$ cat src/rtl/hazard_controller.sv
`default_nettype none
// ============================================================================
// hazard_controller : stall / flush / bubble sequencing for the 5-stage core
// Rev 1.0
// ============================================================================
module hazard_controller #(
  parameter int FLUSH_CYCLES = 2,
  parameter int MEM_TIMEOUT  = 255
) (
  input  logic        clock,
  input  logic        reset,
  input  logic        fetchDecodeValid,
  input  logic [4:0]  fetchDecodeRegister1,
  input  logic [4:0]  fetchDecodeRegister2,
  input  logic        fetchDecodeUsesRs1,
  input  logic        fetchDecodeUsesRs2,
  input  logic        decodeExecuteValid,
  input  logic        decodeExecuteIsLoad,
  input  logic [4:0]  decodeExecuteDestinationRegister,
  input  logic        memoryRequest,
  input  logic        memoryReady,
  input  logic        executeRedirect,
  input  logic        trapTaken,
  output logic        stallFetch,
  output logic        stallDecode,
  output logic        stallExecute,
  output logic        flushFetchDecode,
  output logic        flushDecodeExecute,
  output logic        flushExecuteMemory,
  output logic        bubbleDecodeExecute,
  output logic        memoryTimeout,
  output logic [31:0] stallCycleCount
);

  typedef enum logic [1:0] {
    ST_RUN        = 2'd0,
    ST_MEM_WAIT   = 2'd1,
    ST_TRAP_DRAIN = 2'd2
  } state_t;

  localparam logic [3:0]  c_DRAIN_RELOAD = 4'(FLUSH_CYCLES - 1);
  localparam logic [15:0] c_WAIT_MAX     = 16'(MEM_TIMEOUT);
  localparam logic [31:0] c_CNT_MAX      = 32'hFFFF_FFFF;

  state_t      r_state;
  state_t      w_stateNext;
  logic [3:0]  r_drainCount;
  logic [3:0]  w_drainNext;
  logic [15:0] r_waitCount;
  logic [15:0] w_waitNext;
  logic        r_timeout;
  logic        w_timeoutHit;
  logic        r_bubbled;
  logic [31:0] r_stallCount;
  logic        w_rs1Hit;
  logic        w_rs2Hit;
  logic        w_loadUse;
  logic        w_memStall;

  assign w_rs1Hit = fetchDecodeUsesRs1 && (fetchDecodeRegister1 == decodeExecuteDestinationRegister);
  assign w_rs2Hit = fetchDecodeUsesRs2 && (fetchDecodeRegister2 == decodeExecuteDestinationRegister);

  // The cycle after a bubble the load has moved on to EM, so a still-matching
  // FD/DE pair must not re-trigger the stall.
  assign w_loadUse = decodeExecuteValid && decodeExecuteIsLoad
                  && (decodeExecuteDestinationRegister != 5'd0)
                  && fetchDecodeValid && (w_rs1Hit || w_rs2Hit) && !r_bubbled;

  assign w_memStall = (r_state == ST_MEM_WAIT) ? !memoryReady
                                               : (memoryRequest && !memoryReady);

  assign stallCycleCount = r_stallCount;

  always_comb begin
    w_stateNext         = r_state;
    w_drainNext         = r_drainCount;
    w_waitNext          = r_waitCount;
    w_timeoutHit        = 1'b0;
    stallFetch          = 1'b0;
    stallDecode         = 1'b0;
    stallExecute        = 1'b0;
    flushFetchDecode    = 1'b0;
    flushDecodeExecute  = 1'b0;
    flushExecuteMemory  = 1'b0;
    bubbleDecodeExecute = 1'b0;

    if (reset) begin
      flushFetchDecode   = 1'b1;
      flushDecodeExecute = 1'b1;
      flushExecuteMemory = 1'b1;
    end else begin
      case (r_state)
        ST_TRAP_DRAIN: begin
          flushFetchDecode   = 1'b1;
          flushDecodeExecute = 1'b1;
          flushExecuteMemory = 1'b1;
          if (trapTaken) begin
            w_drainNext = c_DRAIN_RELOAD;
          end else if (r_drainCount <= 4'd1) begin
            w_drainNext = 4'd0;
            w_stateNext = ST_RUN;
          end else begin
            w_drainNext = r_drainCount - 4'd1;
          end
        end
        default: begin
          if (trapTaken) begin
            flushFetchDecode   = 1'b1;
            flushDecodeExecute = 1'b1;
            flushExecuteMemory = 1'b1;
            w_drainNext        = c_DRAIN_RELOAD;
            w_stateNext        = (FLUSH_CYCLES > 1) ? ST_TRAP_DRAIN : ST_RUN;
          end else if (w_memStall) begin
            stallFetch   = 1'b1;
            stallDecode  = 1'b1;
            stallExecute = 1'b1;
            w_stateNext  = ST_MEM_WAIT;
            if (r_state != ST_MEM_WAIT)
              w_waitNext = 16'd1;
            else if (r_waitCount >= c_WAIT_MAX)
              w_waitNext = c_WAIT_MAX;
            else
              w_waitNext = r_waitCount + 16'd1;
            // Flag is visible in the very wait cycle that reaches the limit.
            w_timeoutHit = (w_waitNext >= c_WAIT_MAX);
          end else begin
            w_stateNext = ST_RUN;
            if (executeRedirect) begin
              flushFetchDecode   = 1'b1;
              flushDecodeExecute = 1'b1;
            end else if (w_loadUse) begin
              stallFetch          = 1'b1;
              stallDecode         = 1'b1;
              bubbleDecodeExecute = 1'b1;
            end
          end
        end
      endcase
    end

    memoryTimeout = !reset && (r_timeout || w_timeoutHit);
  end

  always_ff @(posedge clock) begin
    if (reset) begin
      r_state      <= ST_RUN;
      r_drainCount <= 4'd0;
      r_waitCount  <= 16'd0;
      r_timeout    <= 1'b0;
      r_bubbled    <= 1'b0;
      r_stallCount <= 32'd0;
    end else begin
      r_state      <= w_stateNext;
      r_drainCount <= w_drainNext;
      r_waitCount  <= w_waitNext;
      r_timeout    <= r_timeout || w_timeoutHit;
      r_bubbled    <= bubbleDecodeExecute;
      if (stallFetch && (r_stallCount != c_CNT_MAX))
        r_stallCount <= r_stallCount + 32'd1;
    end
  end

endmodule
`default_nettype wire

$ cat config.mk
export PLATFORM = sky130hd
export DESIGN_NAME = hazard_controller
export DESIGN_NICKNAME = d
export VERILOG_FILES = /design/src/rtl/hazard_controller.sv
export SDC_FILE = /design/constraint.sdc
export NUM_CORES = 1
export LEC_CHECK = 0
export BUFFER_PORTS_ARGS = -buffer_cell sky130_fd_sc_hd__buf_2
export CAP_MARGIN = 15
export CORE_MARGIN = 2
export CORE_UTILIZATION = 38
export CTS_CLUSTER_DIAMETER = 30
export DETAILED_ROUTE_END_ITERATION = 16
export GPL_TIMING_DRIVEN = 1
export PLACE_DENSITY = 0.7
export SLEW_MARGIN = 25
export SYNTH_ARGS = -nofsm -noshare
export SYNTH_HDL_FRONTEND = slang
export SYNTH_SLANG_ARGS = --single-unit
export TNS_END_PERCENT = 30
$ cat constraint.sdc
create_clock -name clock -period 5.7 [get_ports clock]
set_input_delay 0.855 -clock clock [delete_from_list [all_inputs] [get_ports clock]]
set_output_delay 0.855 -clock clock [all_outputs]
set_load 0.03 [all_outputs]
==> out/qor.yml <==
finish:
  n_antenna_cell: 0
  drive_gt1_share_pct: 21.6
  syn_to_final_growth_pct: 16.0
  fin_nets: 450
  fin_area_um2: 3480
worst_setup_path:
  endpoint_kind: "primary output"
  worstPathArrival_ns: 2.47
  critical_path_required_ns: 4.85
  critPathMaxFanout: 54
  startpoint_type: "input pin"
  path_class: "input pin to primary output"
timing:
  worst_slew_pin_slew_ns: 0.775
  setup_tns_ns: 0
  finalSetupViolations: 0
  rsz0062_at_grt: "false"
  maxSlewViolCount: 0
  max_slew_margin_pct: 47.8
  fin_crit_ns: 3.32
  hold_violations: 0
  clock_skew_ns: 0.00591
  whs_ns: 0.461
  clock.fmax_mhz: 301
  fin_crit_sh_pct: 58.3
synthesis:
  synth_seq_area_share_pct: 37.3
  synth-main-ff-cell: "dfxtp_1"
  synth_top_family_by_area: "simple AND/OR/NAND/NOR gates"
  ys_warn_count: 0
  synth_fp_nets: 395
  synth-seq-cells: 56
  synth.avg_cell_area_um2: 8.22
  synth-xor-area-share_pct: 3.50
  synthTopCellsByCount: "dfxtp_1, a21oi_1, nor2_1, nand2_1"
  synth_top_area_cell: "dfxtp_1"
  synth_top_area_share_pct: 37.3
  muxShareOfSynthArea_pct: 2.63
  synth-simple-area-share_pct: 30.0
  synthArstFlopShare_pct: 0
  synth_edf_count: 0
  yosys-top-cells-area: "dfxtp_1, a21oi_1, o31ai_1, or4_1, xnor2_1"
  ys_types: 45
  synth_compound_area_share_pct: 19.0
  synthesis.instances: 365
  synth_most_common_cell: "dfxtp_1"
  synthAdderAreaFrac_pct: 2.00
  syn_area_um2: 3000
global_routing:
  grt-ovfl-total: 0
  antenna_found_initial: 0
  grt_max_degree: 55
  track_usage_pct: 17.0
  grt_pass1_vias: 2584
  grt_pass1_wl_um: 12100
clock_tree:
  ctsHoldBuffers: 0
  cts.path.max_buffers: 2
  cts_made_buffers: 5
  clock_latency_ns: 0.31
  postCtsSetupBuffers: 0
  htreeDepth: 2
  cts-root-buf: "clkbuf_8"
  clock_sinks: 56
  cts_tree: "yes"
  clk_pin_slew_ns: 0.10
  post_cts_resized: 0
placement:
  placed_area_um2: 3370
  port_buffers: 65
  gp_congestion: 0.778
  dp_hpwl_um: 5110
power:
  p_leak_nw: 1.25
  p_sw_w: 0.000164
  p_seq_share_pct: 55.6
  intPower_w: 0.000546
  power_frac_clock_pct: 36.4
  ir_worst_vdd_mv: 0.0799
  p_sw_share_pct: 23.2
  power.share.combinational_pct: 7.9
  pwr_density_cell_nw_per_um2: 204
floorplan:
  die_h_um: 92.9
  initial_core_util_pct: 39.0
  ios: 66
  fp.dieW_um: 92.9
  rows: 32
  coreArea_um2: 7690
  die_area_um2: 8630
detailed_routing:
  wire_per_inst_um: 14.0
  route.detailed.drc: 0
  route.antenna.remaining_nets: 0
  first_pass_iters: 4
  routed_wl_um: 7310
  vias: 2879
  vias_per_cell: 5.50
  drt_iter0_drc: 139
job:
  drv_cap: 0
run_status:
  status: "finished clean"
worst_hold_path:
  hold_class: "register to register"
[area by class of cell]
type | count | area, µm²
Clock buffer | 6 | 72.6
Timing Repair Buffer | 68 | 348
Multi-Input combinational cell | 274 | 1720
Inverter | 15 | 56.3
Fill cell | 795 | 4200
Clock inverter | 2 | 35.0
Sequential cell | 56 | 1120
Tap cell | 102 | 128
[worst max-delay path, cell delays in order]
cell,delay (ns)
buf_2,0.12
or2_4,0.27
nor4_2,0.24
and2_1,0.23
a21oi_4,0.06
buf_4,0.29
inv_1,0.16
buf_2,0.21
[sequential cells by signal (all words and copies together), names as in the netlist]
signal,count
r_drainCount,4
r_timeout,1
stallCycleCount,32
r_state,2
r_waitCount,16
r_bubbled,1
[worst paths after layout]
kind                                   startpoint                               end  slack (ns)  cells past startpoint
hold reg to reg              r_timeout$_SDFF_PP0_              r_timeout$_SDFF_PP0_        0.46                      2
setup reg to reg  stallCycleCount[0]$_SDFFE_PP0P_  stallCycleCount[23]$_SDFFE_PP0P_        2.91                      7
setup / recovery                        trapTaken                       stallDecode        2.38                      8
hold / removal               r_timeout$_SDFF_PP0_              r_timeout$_SDFF_PP0_        0.46                      2
[layout by cell type (no fill, tap or decap), types with 2 or more instances in the layout]
cell      instances
buf_4             3
nand4_1          15
nor2_1           27
xnor2_1          12
and2_1            9
o31ai_1          20
or3_1             4
a221oi_1          2
and4_1            3
nor3_1            7
dfxtp_1          56
a21oi_1          33
or2_2             4
and3_1            4
nand2b_1          4
or4_1            19
o211ai_1          3
buf_2            65
clkbuf_8          5
nand3_1          20
nor4_1            8
nand4b_1          2
nor2b_1           6
a211oi_1          5
inv_1            15
nand2_1          22
mux2_2            7
ha_1              4
o21ai_0          17
o22ai_1           3
[layer usage]
layer | GRT usage [%] | wire length, µm | share of wire [%] | up-vias
li1 | - | - | - | 1468
met1 | 22.8 | 3580 | 49 | 1336
met2 | 27.5 | 3240 | 44 | 68
met3 | 3.58 | 399 | 5.5 | 7
met4 | 4.78 | 87 | 1.2 | 0
met5 | 0 | 0 | 0 | -
[power by group through the flow]
stage,Combinational [W],Clock (W),Sequential (W)
2_1_floorplan,0.0000374,0,0.000404
3_3_place_gp,0.0000547,0,0.000404
3_5_place_dp,0.0000566,0,0.000404
4_1_cts,0.0000568,0.000263,0.000395
5_1_grt,0.0000621,0.000280,0.000396
6_report,0.0000564,0.000259,0.000395
[stage by stage]
| step | total power, W | utilization, % | setup WS, ns | std cells |
|---|---|---|---|---|
| 3_5_place_dp | 0.000461 | 43.9 | 2.35 | 515 |
| 3_3_place_gp | 0.000459 | 43.9 | 2.42 | 515 |
| 5_1_grt | 0.000738 | 45.3 | 2.25 | 523 |
| 6_report | 0.000710 | 45.3 | 2.38 | 523 |
| 2_1_floorplan | 0.000442 | - | 2.12 | 365 |
| 4_1_cts | 0.000715 | 45.3 | 2.34 | 523 |
[cells by family (layout without fill, tap and decap cells)]
logic type / count (synthesis) / after routing
buffers and inverters: 35 / 91
AND/OR/NAND/NOR: 161 / 161
XOR/XNOR: 12 / 12
flip-flops: 56 / 56
AO/OA/AOI/OAI: 89 / 89
multiplexers: 7 / 7
adder cells (fa/ha/maj): 5 / 5
Note: power is estimated with default switching activity, not from simulation.
